<file path="config.mk">
export PLATFORM = sky130hd
export DESIGN_NAME = shift_arbiter
export DESIGN_NICKNAME = d
export VERILOG_FILES = /design/src/rtl/shift_arbiter.sv
export SDC_FILE = /design/constraint.sdc
export NUM_CORES = 1
export LEC_CHECK = 0
export CORE_AREA = 8 8 128 83
export CTS_CLUSTER_DIAMETER = 200
export DETAILED_ROUTE_END_ITERATION = 10
export DIE_AREA = 0 0 136 91
export GPL_TIMING_DRIVEN = 0
export HOLD_SLACK_MARGIN = 0.05
export MAX_ROUTING_LAYER = met4
export PLACE_DENSITY_LB_ADDON = 0.25
export SLEW_MARGIN = 20
export SYNTH_ARGS = -nofsm -noshare
export SYNTH_HDL_FRONTEND = slang
export SYNTH_SLANG_ARGS = --single-unit
</file>
<file path="constraint.sdc">
create_clock -name clk -period 3.06 [get_ports clk]
set_input_delay 0.918 -clock clk [delete_from_list [all_inputs] [get_ports clk]]
set_output_delay 0.918 -clock clk [all_outputs]
set_load 0.05 [all_outputs]
</file>
<file path="src/rtl/shift_arbiter.sv">
// shift_arbiter: round-robin front end that shares one logical barrel
// shifter between the ALU issue path (0) and the branch/addr path (1).
//
// Ports:
//   clk, rst_n                       clock, async active-low reset
//   reqN_valid/data/amount/type      requester N operation (N = 0, 1)
//   reqN_ready                       requester N accepted this cycle
//   sh_input/sh_amount/sh_type       registered operands to the shifter
//   sh_output                        shifter result (comb from sh_*)
//   rsp_valid/rsp_id/rsp_data        result, owner and handshake valid
//   rsp_ready                        consumer accepts the result
//   busy                             high whenever not IDLE
module shift_arbiter #(
    parameter int DATA_W = 32,
    parameter int AMT_W  = 5
) (
    input  logic              clk,
    input  logic              rst_n,
    input  logic              req0_valid,
    input  logic [DATA_W-1:0] req0_data,
    input  logic [AMT_W-1:0]  req0_amount,
    input  logic [1:0]        req0_type,
    output logic              req0_ready,
    input  logic              req1_valid,
    input  logic [DATA_W-1:0] req1_data,
    input  logic [AMT_W-1:0]  req1_amount,
    input  logic [1:0]        req1_type,
    output logic              req1_ready,
    output logic [DATA_W-1:0] sh_input,
    output logic [AMT_W-1:0]  sh_amount,
    output logic [1:0]        sh_type,
    input  logic [DATA_W-1:0] sh_output,
    output logic              rsp_valid,
    output logic              rsp_id,
    output logic [DATA_W-1:0] rsp_data,
    input  logic              rsp_ready,
    output logic              busy
);

    typedef enum logic [1:0] {
        IDLE = 2'd0,
        EXEC = 2'd1,
        RESP = 2'd2
    } state_t;

    state_t            state_q;
    logic              last_grant_q;
    logic [DATA_W-1:0] sh_input_q;
    logic [AMT_W-1:0]  sh_amount_q;
    logic [1:0]        sh_type_q;
    logic              rsp_valid_q;
    logic              rsp_id_q;
    logic [DATA_W-1:0] rsp_data_q;

    logic              idle;
    logic              any_valid;
    logic              sel;

    assign idle      = (state_q == IDLE);
    assign any_valid = req0_valid | req1_valid;

    // Contention alternates away from the last winner; a lone
    // requester always wins regardless of history.
    always_comb begin
        sel = 1'b0;
        if (req0_valid && req1_valid) begin
            sel = ~last_grant_q;
        end else if (req1_valid) begin
            sel = 1'b1;
        end
    end

    assign req0_ready = idle && req0_valid && !sel;
    assign req1_ready = idle && req1_valid && sel;

    always_ff @(posedge clk or negedge rst_n) begin
        if (!rst_n) begin
            state_q      <= IDLE;
            last_grant_q <= 1'b1;
            sh_input_q   <= '0;
            sh_amount_q  <= '0;
            sh_type_q    <= '0;
            rsp_valid_q  <= 1'b0;
            rsp_id_q     <= 1'b0;
            rsp_data_q   <= '0;
        end else begin
            unique case (state_q)
                IDLE: begin
                    if (any_valid) begin
                        sh_input_q   <= sel ? req1_data   : req0_data;
                        sh_amount_q  <= sel ? req1_amount : req0_amount;
                        sh_type_q    <= sel ? req1_type   : req0_type;
                        rsp_id_q     <= sel;
                        last_grant_q <= sel;
                        state_q      <= EXEC;
                    end
                end
                EXEC: begin
                    // Shifter has had a full cycle on stable sh_* inputs.
                    rsp_data_q  <= sh_output;
                    rsp_valid_q <= 1'b1;
                    state_q     <= RESP;
                end
                RESP: begin
                    if (rsp_ready) begin
                        rsp_valid_q <= 1'b0;
                        state_q     <= IDLE;
                    end
                end
                default: begin
                    state_q <= IDLE;
                end
            endcase
        end
    end

    assign sh_input  = sh_input_q;
    assign sh_amount = sh_amount_q;
    assign sh_type   = sh_type_q;
    assign rsp_valid = rsp_valid_q;
    assign rsp_id    = rsp_id_q;
    assign rsp_data  = rsp_data_q;
    assign busy      = !idle;

endmodule
</file>
After elaboration in Yosys (flattened, before gate mapping)
Cells that the tools add are included.
W data, S select, Z words.
- register bits: 76
- bits in latches: 0
- bits in writable memories: 0
- memory bits (read-only): 0
- input bits: 115
- output and inout bits: 76
- logic and storage cells: 36
- memories kept: 0
- add/sub/neg operators: 0
- multipliers: 0
- divide/modulo/power cells: 0
- magnitude comparators: 0
- equal/unequal tests: 4
- shift-type cells: 0
- multiplexer cells: 10
- bitwise logic cells: 2
- reductions and logical operators: 12
- operator list (operator ; number):
    $mux W32 ; 1
    $mux W2 ; 3
    $pmux W2 S3 ; 1
    $reduce_and A2 Y1 ; 3
    $logic_and A1 B1 Y1 ; 5
    $mux W5 ; 1
    $mux W1 ; 3
    $eq A2 B1 Y1 const B ; 1
    $eq A2 B2 Y1 const B ; 1
    $logic_not A1 Y1 ; 2
    $logic_not A2 Y1 ; 1
    $ne A2 B1 Y1 const B ; 1
    $ne A2 B2 Y1 const B ; 1
    $pmux W1 S2 ; 1
    $reduce_bool A2 Y1 ; 1
    $not A1 Y1 ; 1
    $or A1 B1 Y1 ; 1

Logic depth before layout (Yosys ltp)
- depth in word-level cells: 4
- mapped depth: 5
- gate-level depth less buffers: 3

Least setup slack after synthesis
No wires, ideal clock.
- path kind: input -> output
- from: input port req1_valid
- to: output port req1_ready
- arrival: 2.032 ns
- required time: 2.142 ns
- slack: 0.110 ns
- stages: 4
- buffers on the path: 2
- cell sequence: a21bo_1 buf_6 buf_6 nor2_1
- longest elaborated chain between the ends: 3
- elaborated cells on any way between the ends: 5
- classes of those cells: 2 x mux; 3 x reduce/logical
- ends and longest elaborated chain (item ; RTL line ; source):
    start: declaration ; 24 ; input logic req1_valid,
    $mux W1 / $logic_and A1 B1 Y1 (equally long branches) ; 68, 66 ;
    $mux W1 ; 66 ; if (req0_valid && req1_valid) begin
    $logic_and A1 B1 Y1 * ; 74 ; assign req1_ready = idle && req1_valid && sel;
    end: declaration ; 28 ; output logic req1_ready,
Mark *: on every way between the ends. The rest lies on a longest branch, timed or not.

Worst setup path after layout
- from: register state_q[1]
- to: output port busy
- longest elaborated chain between the ends: 2
- ends and longest elaborated chain (item ; RTL line ; source):
    start: declaration ; 46 ; state_t state_q;
    start signal: assignment ; 78 ; state_q <= IDLE;
    start signal: assignment ; 95 ; state_q <= EXEC;
    start signal: assignment ; 102 ; state_q <= RESP;
    $logic_not A2 Y1 ; 59 ; assign idle = (state_q == IDLE);
    $logic_not A1 Y1 ; 123 ; assign busy = !idle;
    end: declaration ; 37 ; output logic busy
Every way passes these cells.

==> out/metrics.cfg <==
[setup_path]
cp_max_fo=5
cp.arrival_ns=1.88
critPathLaunchType=flop
worst_setup_path_end_kind=output pin
path_class=reg2out
required_ns=2.14
ff2ff_setup_slack_ns=1.13

[synth]
synth-simple-area-share=0.0114
synth-xor-area-share=0
synth-compound-area-share=0.0134
synthCells=217
synth_area_um2=3640
syn-mean-instance-area_um2=16.8
synth_fa_ha_area_frac=0
ys_ff_latch=76
synth_top_family_by_area=multiplexers
synth_fp_nets=332
yosys-mux-area-fraction=0.417
synth.distinct_cells=22
yosys_warnings=0
yosysSeqAreaShare=0.523

[sta]
rsz0062_at_grt=no
tns_ns=0
hold_violations=0
finalWorstSetupSlack_ns=0.259
fmax_mhz=357
finalCritPeriodShare=0.915
period_needed_ns=2.80
finClkSkew_ns=0.00566
worst_pin_slew_ns=0.563
setup_violations=0
relSlewSlack=0.623
slew_violations=0

[pwr]
finalPower_uw=7550
powerDensity_nw_per_um2=1250
irDropWorstVdd_mv=0.576
leakagePower_uw=0.00269

[floorplan]
start_util=0.414
die_x_um=136
die_h_um=91
ios=191
dieArea_um2=12400
rows=27
core_um2=8780

[flow_run]
drv_cap=0

[placed_design]
place_congestion=0.736
portBuffers=190
hpwl_um=7860
place_ws_ns=-0.760

[clock_tree]
cts-root-buf=clkbuf_16
path_clk_slew_ns=0.06
clockBufferDepth=2
cts.sinks=76
cts_max_level=3
cts_tree=yes
cts_made_buffers=9
clk_latency_ns=0.32

[drt]
vias=2515
dr.pass1.iters=5
totalWireLength_um=9860
detail_route.vias_per_cell=4.66
antenna_left=0
drt_iter0_markers=82
wl_per_cell_um=18.3
drc=0

[grt]
grt_max_degree=48
grt_first_pass_wirelength_um=15900
grt.total_usage=0.168
first_global_vias=2980
grt_overflow_total=0
antenna_found_initial=0

[status]
outcome=finished clean

[layout]
syn_to_final_growth_pct=66.1
fin_nets=534
drive_above_1_share=0.337
diodes=0
num-fill-cells=616

[hold_path]
min_path_type=reg2reg

-- critical path, stage by stage (launching register included) --
cell and delay [ns]:
dfrtp_1 0.42, nor2_1 0.27, inv_1 0.14, clkdlybuf4s50_1 0.74
-- cell usage in the layout (no fill, tap or decap), types with 3 or more instances in the layout --
cell and count:
inv_1 3, clkbuf_1 3, mux2_4 74, buf_4 6
mux2_2 36, dfrtp_1 75, clkdlybuf4s50_1 185, buf_8 3
buf_2 3, clkbuf_16 9
-- Yosys cell counts (all sizes together) --
| cell type | number | area, µm² |
|---|---|---|
| or2 | 1 | 6.26 |
| o21ai | 1 | 5.00 |
| nor3b | 1 | 7.51 |
| and3 | 1 | 6.26 |
| nand2 | 2 | 7.51 |
| clkbuf | 1 | 3.75 |
| inv | 3 | 11.3 |
| buf | 12 | 113 |
| a21oi | 2 | 10.0 |
| nor2b | 1 | 6.26 |
| a21bo | 2 | 20.0 |
| o22ai | 1 | 6.26 |
| o21a | 1 | 7.51 |
| nor2 | 2 | 7.51 |
| dfstp | 1 | 26.3 |
| dfrtp | 75 | 1880 |
| mux2 | 110 | 1520 |
-- metal layers --
layer	wire length [µm]	vias up	GRT usage
met5	0	-	-
met1	4070	1210	0.190
met2	4620	119	0.264
met4	79	0	0.0391
li1	-	1177	-
met3	1090	9	0.0803
-- power breakdown --
part	switching, µW	internal [µW]	leakage [µW]
logic	2670	1940	0.00164
registers	284	1540	0.000889
clock network	380	735	0.000153
total	3330	4220	0.00269
-- worst paths after layout --
path	start	end	cells past startpoint
worst max-delay path	state_q[1]	busy	3
worst min-delay path	sh_input[8]	sh_input[8]	1
worst max register to register	last_grant_q	sh_input[27]	6
worst min register to register	sh_input[8]	sh_input[8]	1
max in group asynchronous	rst_n	last_grant_q	2
min in group asynchronous	rst_n	sh_input[23]	1
-- stage by stage --
stage / hold slack, ns / cells / cell area, µm² / util
finish: 0.503 / 540 / 6040 / 0.688
global route: 0.528 / 540 / 6040 / 0.688
CTS: 0.509 / 540 / 6030 / 0.687
detailed placement: 0.492 / 524 / 5710 / 0.650
global placement: 0.487 / 523 / 5680 / 0.647
floorplan: 0.477 / 217 / 3640 / -
-- area by class of cell --
class / count / area (µm²) / area share
tap: 116 / 145 / 0.0240
inverter: 3 / 11.3 / 0.00186
multi-input combinational: 125 / 1610 / 0.266
clock buffer: 12 / 246 / 0.0408
timing repair buffer: 192 / 1940 / 0.321
buffer: 12 / 114 / 0.0188
clock inverter: 4 / 72.6 / 0.0120
sequential: 76 / 1900 / 0.315
-- repair_timing --
action	CTS	global route
buffers inserted	1	0
resized for setup	15	3
endpoints found under the setup margin	2	2
hold buffers	0	0
gates cloned	0	0
-- state kept, by name, indices dropped and copies added (netlist names) --
signal / count
rsp_data: 32
sh_input: 32
sh_amount: 5
sh_type: 2
state_q: 2
last_grant_q: 1
rsp_id: 1
rsp_valid: 1
-- cell families after synthesis --
logic type | after synthesis
buffers and inverters | 16
and+or+nand+nor | 8
DFF | 76
AOI/OAI and AO/OA | 7
muxes | 110
Power figures use the tool's default switching activity.
